`src/rtl/axi_lite_arbiter_2to1.sv`:
```
// axi_lite_arbiter_2to1: 2:1 AXI4-Lite arbiter, one transaction at a time, per-phase watchdog turns a hung slave into SLVERR
module axi_lite_arbiter_2to1 #(
   parameter int TIMEOUT_CYCLES = 1024,
   parameter int FIXED_PRIO     = 0
) (
   input  logic        clk,
   input  logic        m_areset,
   input  logic [31:0] s0_axi_araddr,
   input  logic [2:0]  s0_axi_arsize,
   input  logic        s0_axi_arvalid,
   output logic        s0_axi_arready,
   output logic [31:0] s0_axi_rdata,
   output logic [1:0]  s0_axi_rresp,
   output logic        s0_axi_rvalid,
   input  logic        s0_axi_rready,
   input  logic [31:0] s0_axi_awaddr,
   input  logic [2:0]  s0_axi_awsize,
   input  logic        s0_axi_awvalid,
   output logic        s0_axi_awready,
   input  logic [31:0] s0_axi_wdata,
   input  logic [3:0]  s0_axi_wstrb,
   input  logic        s0_axi_wvalid,
   output logic        s0_axi_wready,
   output logic [1:0]  s0_axi_bresp,
   output logic        s0_axi_bvalid,
   input  logic        s0_axi_bready,
   input  logic [31:0] s1_axi_araddr,
   input  logic [2:0]  s1_axi_arsize,
   input  logic        s1_axi_arvalid,
   output logic        s1_axi_arready,
   output logic [31:0] s1_axi_rdata,
   output logic [1:0]  s1_axi_rresp,
   output logic        s1_axi_rvalid,
   input  logic        s1_axi_rready,
   input  logic [31:0] s1_axi_awaddr,
   input  logic [2:0]  s1_axi_awsize,
   input  logic        s1_axi_awvalid,
   output logic        s1_axi_awready,
   input  logic [31:0] s1_axi_wdata,
   input  logic [3:0]  s1_axi_wstrb,
   input  logic        s1_axi_wvalid,
   output logic        s1_axi_wready,
   output logic [1:0]  s1_axi_bresp,
   output logic        s1_axi_bvalid,
   input  logic        s1_axi_bready,
   output logic [31:0] m_axi_araddr,
   output logic [2:0]  m_axi_arsize,
   output logic        m_axi_arvalid,
   input  logic        m_axi_arready,
   input  logic [31:0] m_axi_rdata,
   input  logic [1:0]  m_axi_rresp,
   input  logic        m_axi_rvalid,
   output logic        m_axi_rready,
   output logic [31:0] m_axi_awaddr,
   output logic [2:0]  m_axi_awsize,
   output logic        m_axi_awvalid,
   input  logic        m_axi_awready,
   output logic [31:0] m_axi_wdata,
   output logic [3:0]  m_axi_wstrb,
   output logic        m_axi_wvalid,
   input  logic        m_axi_wready,
   input  logic [1:0]  m_axi_bresp,
   input  logic        m_axi_bvalid,
   output logic        m_axi_bready,
   output logic        busy,
   output logic        grant,
   output logic        timeout_evt
);
   localparam int CW = $clog2(TIMEOUT_CYCLES + 1);
   typedef enum logic [2:0] {IDLE, RD_ADDR, RD_DATA, WR_ADDR, WR_RESP, ERR} state_t;
   state_t state_q, state_d;
   logic grant_q, grant_d, last_grant_q, last_grant_d, wr_q, wr_d;
   logic aw_done_q, aw_done_d, w_done_q, w_done_d, evt_q, evt_d;
   logic [CW-1:0] cnt_q, cnt_d;
   logic pend0, pend1, pick, pick_rd, expire, run, sel0, sel1;
   logic g_arvalid, g_rready, g_awvalid, g_wvalid, g_bready;
   logic arv, awv, wv, rrdy, brdy, aw_hs, w_hs;
   logic s_arrdy, s_rv, s_awrdy, s_wrdy, s_bv;
   logic [31:0] s_rdata;
   logic [1:0] s_rresp, s_bresp;
   assign m_axi_araddr = grant_q ? s1_axi_araddr : s0_axi_araddr;
   assign m_axi_arsize = grant_q ? s1_axi_arsize : s0_axi_arsize;
   assign m_axi_awaddr = grant_q ? s1_axi_awaddr : s0_axi_awaddr;
   assign m_axi_awsize = grant_q ? s1_axi_awsize : s0_axi_awsize;
   assign m_axi_wdata  = grant_q ? s1_axi_wdata  : s0_axi_wdata;
   assign m_axi_wstrb  = grant_q ? s1_axi_wstrb  : s0_axi_wstrb;
   assign g_arvalid = grant_q ? s1_axi_arvalid : s0_axi_arvalid;
   assign g_rready  = grant_q ? s1_axi_rready  : s0_axi_rready;
   assign g_awvalid = grant_q ? s1_axi_awvalid : s0_axi_awvalid;
   assign g_wvalid  = grant_q ? s1_axi_wvalid  : s0_axi_wvalid;
   assign g_bready  = grant_q ? s1_axi_bready  : s0_axi_bready;
   assign pend0 = s0_axi_arvalid | s0_axi_awvalid | s0_axi_wvalid;
   assign pend1 = s1_axi_arvalid | s1_axi_awvalid | s1_axi_wvalid;
   assign pick = (pend0 & pend1) ? ((FIXED_PRIO != 0) ? 1'b0 : ~last_grant_q) : pend1;
   assign pick_rd = pick ? s1_axi_arvalid : s0_axi_arvalid;
   assign expire = cnt_q == CW'(TIMEOUT_CYCLES - 1);
   always_comb begin
      state_d = state_q;
      grant_d = grant_q;
      last_grant_d = last_grant_q;
      wr_d = wr_q;
      aw_done_d = aw_done_q;
      w_done_d = w_done_q;
      cnt_d = cnt_q + CW'(1);
      arv = 1'b0;
      awv = 1'b0;
      wv = 1'b0;
      rrdy = 1'b0;
      brdy = 1'b0;
      aw_hs = 1'b0;
      w_hs = 1'b0;
      s_arrdy = 1'b0;
      s_rv = 1'b0;
      s_awrdy = 1'b0;
      s_wrdy = 1'b0;
      s_bv = 1'b0;
      s_rdata = m_axi_rdata;
      s_rresp = m_axi_rresp;
      s_bresp = m_axi_bresp;
      case (state_q)
         IDLE: begin
            rrdy = 1'b1;
            brdy = 1'b1;
            aw_done_d = 1'b0;
            w_done_d = 1'b0;
            if (pend0 | pend1) begin
               grant_d = pick;
               last_grant_d = pick;
               wr_d = ~pick_rd;
               state_d = pick_rd ? RD_ADDR : WR_ADDR;
            end
         end
         RD_ADDR: begin
            arv = g_arvalid;
            s_arrdy = m_axi_arready;
            state_d = (arv & m_axi_arready) ? RD_DATA : expire ? ERR : RD_ADDR;
         end
         RD_DATA: begin
            rrdy = g_rready;
            s_rv = m_axi_rvalid;
            state_d = (m_axi_rvalid & g_rready) ? IDLE : expire ? ERR : RD_DATA;
         end
         WR_ADDR: begin
            awv = g_awvalid & ~aw_done_q;
            wv = g_wvalid & ~w_done_q;
            s_awrdy = m_axi_awready & ~aw_done_q;
            s_wrdy = m_axi_wready & ~w_done_q;
            aw_hs = awv & m_axi_awready;
            w_hs = wv & m_axi_wready;
            aw_done_d = aw_done_q | aw_hs;
            w_done_d = w_done_q | w_hs;
            if (aw_hs | w_hs) cnt_d = '0;
            state_d = (aw_done_d & w_done_d) ? WR_RESP : (expire & ~aw_hs & ~w_hs) ? ERR : WR_ADDR;
         end
         WR_RESP: begin
            brdy = g_bready;
            s_bv = m_axi_bvalid;
            state_d = (m_axi_bvalid & g_bready) ? IDLE : expire ? ERR : WR_RESP;
         end
         ERR: begin
            rrdy = 1'b1;
            brdy = 1'b1;
            s_rv = ~wr_q;
            s_bv = wr_q;
            s_rdata = '0;
            s_rresp = 2'b10;
            s_bresp = 2'b10;
            state_d = (wr_q ? g_bready : g_rready) ? IDLE : ERR;
         end
         default: state_d = IDLE;
      endcase
      // watchdog only runs while waiting on the slave, and restarts per phase
      if (state_d != state_q || state_d == IDLE || state_d == ERR) cnt_d = '0;
      evt_d = (state_d == ERR) && (state_q != ERR);
   end
   always_ff @(posedge clk) begin
      if (m_areset) begin
         state_q <= IDLE;
         grant_q <= 1'b0;
         last_grant_q <= 1'b1;
         wr_q <= 1'b0;
         aw_done_q <= 1'b0;
         w_done_q <= 1'b0;
         cnt_q <= '0;
         evt_q <= 1'b0;
      end else begin
         state_q <= state_d;
         grant_q <= grant_d;
         last_grant_q <= last_grant_d;
         wr_q <= wr_d;
         aw_done_q <= aw_done_d;
         w_done_q <= w_done_d;
         cnt_q <= cnt_d;
         evt_q <= evt_d;
      end
   end
   assign run = ~m_areset;
   assign sel0 = run & ~grant_q;
   assign sel1 = run & grant_q;
   assign m_axi_arvalid = run & arv;
   assign m_axi_awvalid = run & awv;
   assign m_axi_wvalid = run & wv;
   assign m_axi_rready = run & rrdy;
   assign m_axi_bready = run & brdy;
   assign s0_axi_arready = sel0 & s_arrdy;
   assign s0_axi_rvalid = sel0 & s_rv;
   assign s0_axi_awready = sel0 & s_awrdy;
   assign s0_axi_wready = sel0 & s_wrdy;
   assign s0_axi_bvalid = sel0 & s_bv;
   assign s0_axi_rdata = grant_q ? '0 : s_rdata;
   assign s0_axi_rresp = grant_q ? '0 : s_rresp;
   assign s0_axi_bresp = grant_q ? '0 : s_bresp;
   assign s1_axi_arready = sel1 & s_arrdy;
   assign s1_axi_rvalid = sel1 & s_rv;
   assign s1_axi_awready = sel1 & s_awrdy;
   assign s1_axi_wready = sel1 & s_wrdy;
   assign s1_axi_bvalid = sel1 & s_bv;
   assign s1_axi_rdata = grant_q ? s_rdata : '0;
   assign s1_axi_rresp = grant_q ? s_rresp : '0;
   assign s1_axi_bresp = grant_q ? s_bresp : '0;
   assign busy = state_q != IDLE;
   assign grant = grant_q;
   assign timeout_evt = evt_q;
endmodule
```
`config.mk`:
```
export PLATFORM = sky130hd
export DESIGN_NAME = axi_lite_arbiter_2to1
export DESIGN_NICKNAME = d
export VERILOG_FILES = /design/src/rtl/axi_lite_arbiter_2to1.sv
export SDC_FILE = /design/constraint.sdc
export NUM_CORES = 1
export LEC_CHECK = 0
export BUFFER_PORTS_ARGS = -buffer_cell sky130_fd_sc_hd__buf_2
export CAP_MARGIN = 10
export CORE_AREA = 8 8 173 175
export CTS_BUF_LIST = sky130_fd_sc_hd__clkbuf_16
export CTS_CLUSTER_DIAMETER = 80
export DETAILED_ROUTE_END_ITERATION = 12
export DIE_AREA = 0 0 181 183
export GPL_TIMING_DRIVEN = 1
export PLACE_DENSITY = 0.48
export SLEW_MARGIN = 5
export SYNTH_ARGS = -nofsm -noshare
export SYNTH_HDL_FRONTEND = slang
export SYNTH_SLANG_ARGS = --single-unit
```
`constraint.sdc`:
```
create_clock -name clk -period 2.3 [get_ports clk]
set_input_delay 0.115 -clock clk [delete_from_list [all_inputs] [get_ports clk]]
set_output_delay 0.115 -clock clk [all_outputs]
set_load 0.01 [all_outputs]
```
# Yosys cells after proc, flatten, opt, wreduce, memory -nomap -nowiden

Cells that the tools add are included.

Muxes and demuxes: 49
Equality and inequality tests: 9
Reduce and logical (&&, ||, !) cells: 10
Bitwise operators: 47
Add/sub/neg operators: 1

Operators with widths:

| kind                                             | number |
|---|---|
| 2-to-1 mux 32 bit                                | 6 |
| 2-to-1 mux 3 bit                                 | 11 |
| bitwise AND 1 bit                                | 30 |
| 2-to-1 mux 11 bit                                | 2 |
| one-hot mux 3 bit (6 select lines)               | 1 |
| 2-to-1 mux 1 bit                                 | 15 |
| 2-to-1 mux 2 bit                                 | 7 |
| one-hot mux 1 bit (2 select lines)               | 6 |
| adder 11 x 1 -> 11 bit (second input constant)   | 1 |
| == test 11 x 10 -> 1 bit (second input constant) | 1 |
| == test 3 bit (second input constant)            | 3 |
| NOT 1 bit                                        | 9 |
| bitwise OR 1 bit                                 | 8 |
| == test 3 x 2 -> 1 bit (second input constant)   | 2 |
| zero test 3 bit                                  | 2 |
| 2-to-1 mux 4 bit                                 | 1 |
| OR reduction 2 bit                               | 2 |
| == test 3 x 1 -> 1 bit (second input constant)   | 1 |
| != test 3 bit                                    | 1 |
| != test 3 bit (second input constant)            | 1 |
| nonzero test 3 bit                               | 1 |
| logical OR 1 bit                                 | 2 |
| AND reduction 2 bit                              | 1 |
| nonzero test 2 bit                               | 1 |
| logical AND 1 bit                                | 1 |

Register bits after elaboration: 20
Word-level logic and storage cells: 124
Output and inout port bits: 196

# Logic depth before layout (Yosys ltp)

Gate-level depths: netlist of run 1.

Depth after elaboration: 13
Gate-level depth with buffers: 8
Mapped depth without buffers: 7

# Worst setup path before layout of run 1

Ideal clock, no wire load.

Path kind: flip-flop to flip-flop
Start: reg grant_q (netlist: grant)
End: reg cnt_q[9]
Path slack: 192 ps
Arrival: 1,978 ps
Setup time: 130 ps
Stages on the path, launching flop included: 9
Cells stage by stage: dfxtp_1 buf_6 mux2_2 a211o_1 a211oi_1 a211oi_2 a32oi_2 buf_6 nor3_1

Longest elaborated chain between the ends: 13
Elaborated cells between the ends (all ways): 36

RTL lines:

| item                                             | line | source |
|---|---|---|
| from (decl)                                      | 72   | `logic grant_q, grant_d, last_grant_q, last_grant_d, wr_q, wr_d;` |
| from (signal assigned)                           | 188  | `grant_q <= grant_d;` |
| 2-to-1 mux 1 bit                                 | 89   | `assign g_awvalid = grant_q ? s1_axi_awvalid : s0_axi_awvalid;` |
| bitwise AND 1 bit                                | 144  | `awv = g_awvalid & ~aw_done_q;` |
| bitwise AND 1 bit                                | 148  | `aw_hs = awv & m_axi_awready;` |
| NOT 1 bit                                        | 153  | `state_d = (aw_done_d & w_done_d) ? WR_RESP : (expire & ~aw_hs & ~w_hs) ? ERR : WR_ADDR;` |
| bitwise AND 1 bit (2 in a row)                   | 153  |  |
| 2-to-1 mux 3 bit (2 in a row)                    | 153  |  |
| one-hot mux 3 bit (6 select lines)               | 120  | `case (state_q)` |
| != test 3 bit or zero test 3 bit (tied branches) | 173  | `if (state_d != state_q \|\| state_d == IDLE \|\| state_d == ERR) cnt_d = '0;` |
| logical OR 1 bit (2 in a row)                    | 173  |  |
| OR reduction 2 bit (no source line)              | --   |  |
| to (signal assigned)                             | 193  | `cnt_q <= cnt_d;` |
| to (decl)                                        | 74   | `logic [CW-1:0] cnt_q, cnt_d;` |

Parallel ways exist; a longest one is shown, timed or not.
A chain may end at the register's enable or synchronous reset.

# Final worst setup path of run 1

Same ends and word-level chain as after synthesis.

==> results of run 1 <==
-- flip-flops by register name, indices dropped and copies added, names as in the netlist --
name and flops:
grant 1, last_grant_q 1, wr_q 1, cnt_q 11
timeout_evt 1, w_done_q 1, state_q 3, aw_done_q 1
-- cells by family after synthesis --
logic type                 synth area share [%]
AOI/OAI and AO/OA                          10.0
DFF                                        12.5
and+or+nand+nor                            29.8
xor gates and xnor gates                   2.45
adders and majority gates                 0.389
muxes                                      40.1
buffers and inverters                      4.79
-- final timing paths --
kind | start | endpoint | slack, ns | depth (start not counted)
max | grant | cnt_q[9] | 0.17 | 7
min | m_axi_wready | w_done_q | 0.21 | 3
max reg2reg | grant | cnt_q[9] | 0.17 | 7
min reg2reg | cnt_q[0] | cnt_q[0] | 0.49 | 1
-- synth_stat cells (2+ instances only) --
library cell and count:
mux2_2 110, and2_1 70, nor2_1 29, clkbuf_1 24, dfxtp_1 20, nand2_1 17, a21oi_1 9, nor3_1 9
nor3_2 9, inv_1 7, nand3_1 6, nor2b_1 5, xor2_1 5, xnor2_1 4, a211o_1 3, a32oi_1 3
and3_1 3, buf_6 3, nor3b_1 3, nor4_1 3, a211oi_2 2, a31oi_1 2, mux2_4 2, mux2i_1 2
nand2b_1 2, nand4_1 2, o21ai_0 2, o22ai_1 2
-- cells in the final DEF (no fill, tap or decap), drive strengths merged, types with 3 or more instances in the layout --
cell / instances
nor2b: 5
nor3b: 4
nor4: 3
buf: 481
diode: 3
and3: 3
mux2: 112
a211oi: 4
dfxtp: 20
a211o: 3
nor2: 29
a21oi: 9
a32oi: 4
nand2: 17
inv: 7
o21ai: 3
nand3: 6
and2: 70
clkbuf: 4
xnor2: 4
xor2: 5
nor3: 18
-- per-layer routing --
metal	up-vias	track usage, %	part of all wire [%]
met4	8	1.18	0.78
met5	-	0	0.19
li1	2275	-	-
met3	26	5.18	11
met2	296	21.9	45
met1	2107	17.9	43
-- metrics by stage --
stage	instance area, um2	total power (uW)	instances
2_1_floorplan	3220	1550	382
3_5_place_dp	5990	2450	1179
6_report	6110	2870	1188
4_1_cts	6090	2900	1183
3_3_place_gp	5990	2460	1179
5_1_grt	6100	3090	1185
-- what timing repair did --
item,in CTS,in global routing
gates resized for setup,0,1
setup endpoints to repair,0,1
setup buffers,0,2
-- power by group through the flow --
stage	clock (uW)	combinational (uW)	sequential (uW)
floorplan	0	1140	405
global placement	0	2030	429
detailed placement	0	2020	430
CTS	448	2030	422
global route	465	2200	423
finish	436	2020	418
-- critical path: cells and delay by family, from the launching register on --
family	cells	cell delay (ns)
AND/OR/NAND/NOR	1	0.17
AO/OA/AOI/OAI	4	0.88
flip-flops	1	0.44
multiplexers	1	0.35
buffers and inverters	1	0.20
-- area by class of cell --
class / count / area share, %
Clock buffer: 4 / 1.64
Antenna cell: 3 / 0.123
Timing Repair Buffer: 481 / 40.5
Sequential cell: 20 / 6.63
Multi-Input combinational cell: 327 / 43.6
Inverter: 7 / 0.430
Tap cell: 346 / 7.08
==> flow_summary.yaml, run 1 <==
placement:
  io_buffers: 460
  pre_cts_ws_ns: 0.124
  gp_congestion: 0.887
  post-dp-hpwl_mm: 22.7
synth:
  yosys.area.top_type_share_pct: 38.5
  yosysSeqAreaShare_pct: 12.5
  synth_top_cells_by_area: "mux2_2 39%, and2_1 14%, dfxtp_1 12%"
  ys_types: 52
  netlist_area_um2: 3220
  syn_nets: 648
  yosysTopAreaCell: "mux2_2"
  async_reset_ff_share_pct: 0
  synth-seq-cells: 20
  synth.avg_cell_area_um2: 8.42
  synth-edff-count: 0
  synth_top_flop_cell: "dfxtp_1"
  yosys_warnings: 0
  synth_cells: 382
global_routing:
  gr-total-overflow: 0
  grt_max_degree: 88
  grt_pass1_wl_mm: 34.1
  antenna_found_initial: 18
  grt_usage_pct: 13.7
  grt_pass1_vias: 4811
timing:
  rsz0062_at_grt: "false"
  slew_violations: 0
  fin_crit_sh_pct: 92.5
  hold_violations: 0
  clock_skew_ns: 0.00210
  worst_slew_pin_slew_ns: 0.482
  setup_violations: 0
  max_slew_margin_pct: 67.9
  period_needed_ns: 2.13
  timing.hold.ws_ns: 0.207
  tns_ns: 0
  setup_ws_ns: 0.173
  timing.fmax_mhz: 470
clocking:
  ctsHoldBuffers: 0
  cts_buffer_depth: 2
  cts_tree: "done"
  cts_buffers: 3
  h-tree-depth: 1
  clkTransAtPathRegs_ns: 0.06
  worstSkewPairLatency_ns: 0.25
  cts_num_sinks: 20
  clk_root_buffer_cell: "clkbuf_16"
pwr:
  power_frac_comb_pct: 70.3
  power.leakage_uw: 0.00310
  p_per_area_nw_per_um2: 470
  ir_worst_vdd_uv: 265
  pwr-share-seq_pct: 14.6
  p_int_uw: 1660
  p_clk_share_pct: 15.2
  switchingPower_uw: 1220
  p_sw_share_pct: 42.4
route:
  wire_per_inst_um: 20.9
  ant_nets: 0
  routed_via_density: 3.97
  drt_iter0_markers: 168
  vias: 4712
  dr.pass1.iters: 4
  drt-total-wl_mm: 24.9
  drc: 0
setup_path:
  cp.required_ns: 2.48
  slowest_delay_ns: 0.44
  arrival_ns: 2.30
  critPathKind: "flop to flop"
  crit_path_end_kind: "flop"
  crit_path_start_kind: "flop"
  cp_max_fo: 10
  slowest_stage: "dfxtp_4"
  path_cells: "mux2_4 > a32o_1 > o21a_1 > a311oi_2 > o311ai_2 > buf_4 > nor3_1"
floorplan:
  die_w_um: 181
  fp-row-count: 61
  die_h_um: 183
  start_util_pct: 11.8
  dieArea_um2: 33100
  ios: 461
  core_um2: 27300
finish:
  post-route-util_pct: 22.4
  nFillCells: 3083
  seq_area_um2: 405
  final_net_count: 1106
  drive_gt1_share_pct: 74.0
  multi_input_area_um2: 2670
  areaGrowthSynthToFinish_pct: 90.0
status:
  status: "complete, no violations"
flow_run:
  cap_violations: 0
min_path:
  hp-class: "primary input to flop"
No activity file was read; power rests on OpenSTA's default activity.
==> inputs of run 2 (changes only) <==
--- a/config.mk
+++ b/config.mk
@@ -7,13 +7,15 @@
 export LEC_CHECK = 0
 export BUFFER_PORTS_ARGS = -buffer_cell sky130_fd_sc_hd__buf_2
 export CAP_MARGIN = 10
-export CORE_AREA = 8 8 173 175
+export CELL_PAD_IN_SITES_DETAIL_PLACEMENT = 1
+export CELL_PAD_IN_SITES_GLOBAL_PLACEMENT = 1
+export CORE_AREA = 8 8 174 176
 export CTS_BUF_LIST = sky130_fd_sc_hd__clkbuf_16
 export CTS_CLUSTER_DIAMETER = 80
 export DETAILED_ROUTE_END_ITERATION = 12
-export DIE_AREA = 0 0 181 183
+export DIE_AREA = 0 0 182 184
 export GPL_TIMING_DRIVEN = 1
-export PLACE_DENSITY = 0.48
+export PLACE_DENSITY = 0.65
 export SLEW_MARGIN = 5
 export SYNTH_ARGS = -nofsm -noshare
 export SYNTH_HDL_FRONTEND = slang
==> run 2 against run 1 <==
Compared with the run above: routed wire length is 9.2% higher; flip-flop and latch count stayed put; sequential share of layout area hardly changed; core utilization is 0.14 points lower; critical path type unchanged; setup slack worse by 0.049 ns.
==> flow_summary.yaml, run 2 (same netlist as run 1, synthesis figures left out) <==
status:
  status: "complete, no violations"
timing:
  clock_skew_ns: 0.00684
  slew_violations: 0
  fin_crit_sh_pct: 94.6
  period_needed_ns: 2.18
  tns_ns: 0
  hold_violations: 0
  setup_violations: 0
  max_slew_margin_pct: 59.0
  rsz0062_at_grt: "false"
  timing.fmax_mhz: 460
  worst_slew_pin_slew_ns: 0.613
setup_path:
  cp_top_family: "compound AO/OA/AOI/OAI gates"
  timing.rr.start: "state_q[0]"
  rr_endpoint: "cnt_q[10]"
  arrival_ns: 2.36
  critPathKind: "flop to flop"
  worstRegToRegCells: 7
  cp.required_ns: 2.48
  crit_cells: 7
  crit_buf_inv: 1
  critPathCapture: "cnt_q[10]"
  slowest_delay_ns: 0.48
  path_cells: "mux2_2 > a32o_1 > o21a_1 > a311oi_2 > o311ai_2 > buf_4 > nor3_2"
  reg2reg_setup_slack_ns: 0.12
  crit_path_start_kind: "flop"
  slowest_stage: "dfxtp_1"
  crit_path_end_kind: "flop"
  cp_max_fo: 11
  crit_start: "state_q[0]"
clocking:
  cts_tree: "done"
  clkTransAtPathRegs_ns: 0.06
  cts_num_sinks: 20
  cts_buffer_depth: 2
  clk_root_buffer_cell: "clkbuf_16"
  h-tree-depth: 1
  worstSkewPairLatency_ns: 0.26
  cts_buffers: 3
  ctsHoldBuffers: 0
floorplan:
  die_h_um: 184
  dieArea_um2: 33500
  fp-row-count: 61
  core_um2: 27500
  ios: 461
  die_w_um: 182
  start_util_pct: 11.7
route:
  dr.pass1.iters: 4
  ant_nets: 0
  drc: 0
  drt_iter0_markers: 148
  vias: 4780
  wire_per_inst_um: 22.8
  routed_via_density: 4.02
  drt-total-wl_mm: 27.2
finish:
  instances_no_fill: 1190
  final_area_um2: 6110
  post-route-util_pct: 22.2
  final_common_cell: "buf_2"
  reg.largest.list: "cnt_q (11), state_q (3)"
  largest_reg_flops: 11
  drive_gt1_share_pct: 73.7
  areaGrowthSynthToFinish_pct: 89.9
  largest-register: "cnt_q"
  final_cell_mix: "460 x buf_2, 110 x mux2_2, 70 x and2_1"
  final_net_count: 1101
global_routing:
  grt_pass1_wl_mm: 36.8
  grt_pass1_vias: 5271
  antenna_found_initial: 20
  grt_usage_pct: 14.8
  grt_max_degree: 90
  gr-total-overflow: 0
placement:
  gp_congestion: 0.902
  dp.cells: 1173
  io_buffers: 460
  post-dp-hpwl_mm: 25.0
  placed_area_um2: 5950
min_path:
  min_from: "m_axi_wready"
  hp-class: "primary input to flop"
flow_run:
  cap_violations: 0
pwr:
  ir_worst_vdd_uv: 301
  p_per_area_nw_per_um2: 475
  power.leakage_uw: 0.00309
-- run 2: changes by cell type in the layout (fill, tap and decap cells not counted), sizes merged --
cell	delta
buf	-5
diode	+7
-- run 2: power by group --
part	switching (uW)	internal (uW)
clock	142	302
sequential	42.4	373
combinational	1070	973
total	1250	1650
-- run 2: worst min-delay path by stage --
stage,slack (ns),end,cells after the start
after detailed placement,0.46,w_done_q,3
after CTS,0.19,w_done_q,3
after global routing,0.23,w_done_q,3
after global placement,0.45,w_done_q,3
after floorplan,0.28,w_done_q,2
final,0.19,w_done_q,3
-- run 2: worst register-to-register path, cell delays in order, from the launching register on --
cell      delay (ns)
dfxtp_1         0.48
mux2_2          0.39
a32o_1          0.25
o21a_1          0.18
a311oi_2        0.26
o311ai_2        0.14
buf_4           0.22
nor3_2          0.19
-- run 2: layout make-up --
| type | instances | area, um2 |
|---|---|---|
| Fill cell | 3482 | 21400 |
| Multi-Input combinational cell | 327 | 2670 |
| Timing Repair Buffer | 476 | 2450 |
| Tap cell | 346 | 433 |
| Sequential cell | 20 | 404 |
| Clock buffer | 4 | 100 |
| Inverter | 7 | 26.3 |
| Antenna cell | 10 | 25.0 |
-- run 2: metrics by stage --
stage	hold WS [ns]	power, uW	setup slack [ns]
floorplan	0.285	1550	0.192
global placement	0.449	2450	0.106
finish	0.193	2900	0.124
CTS	0.194	2930	0.0821
global route	0.227	3100	0.0160
detailed placement	0.458	2470	0.0982
-- run 2: timing repair --
item | CTS | global route
endpoints found under the setup margin | 0 | 35
gates resized for setup | 0 | 1
setup buffers | 0 | 3
-- run 2: routing by layer --
layer,track usage (%),share of wire (%),vias to the layer above
met4,5.28,3.1,0
li1,-,-,2269
met1,17.4,39,2216
met2,25.6,49,261
met5,0,0,-
met3,4.23,8.6,34
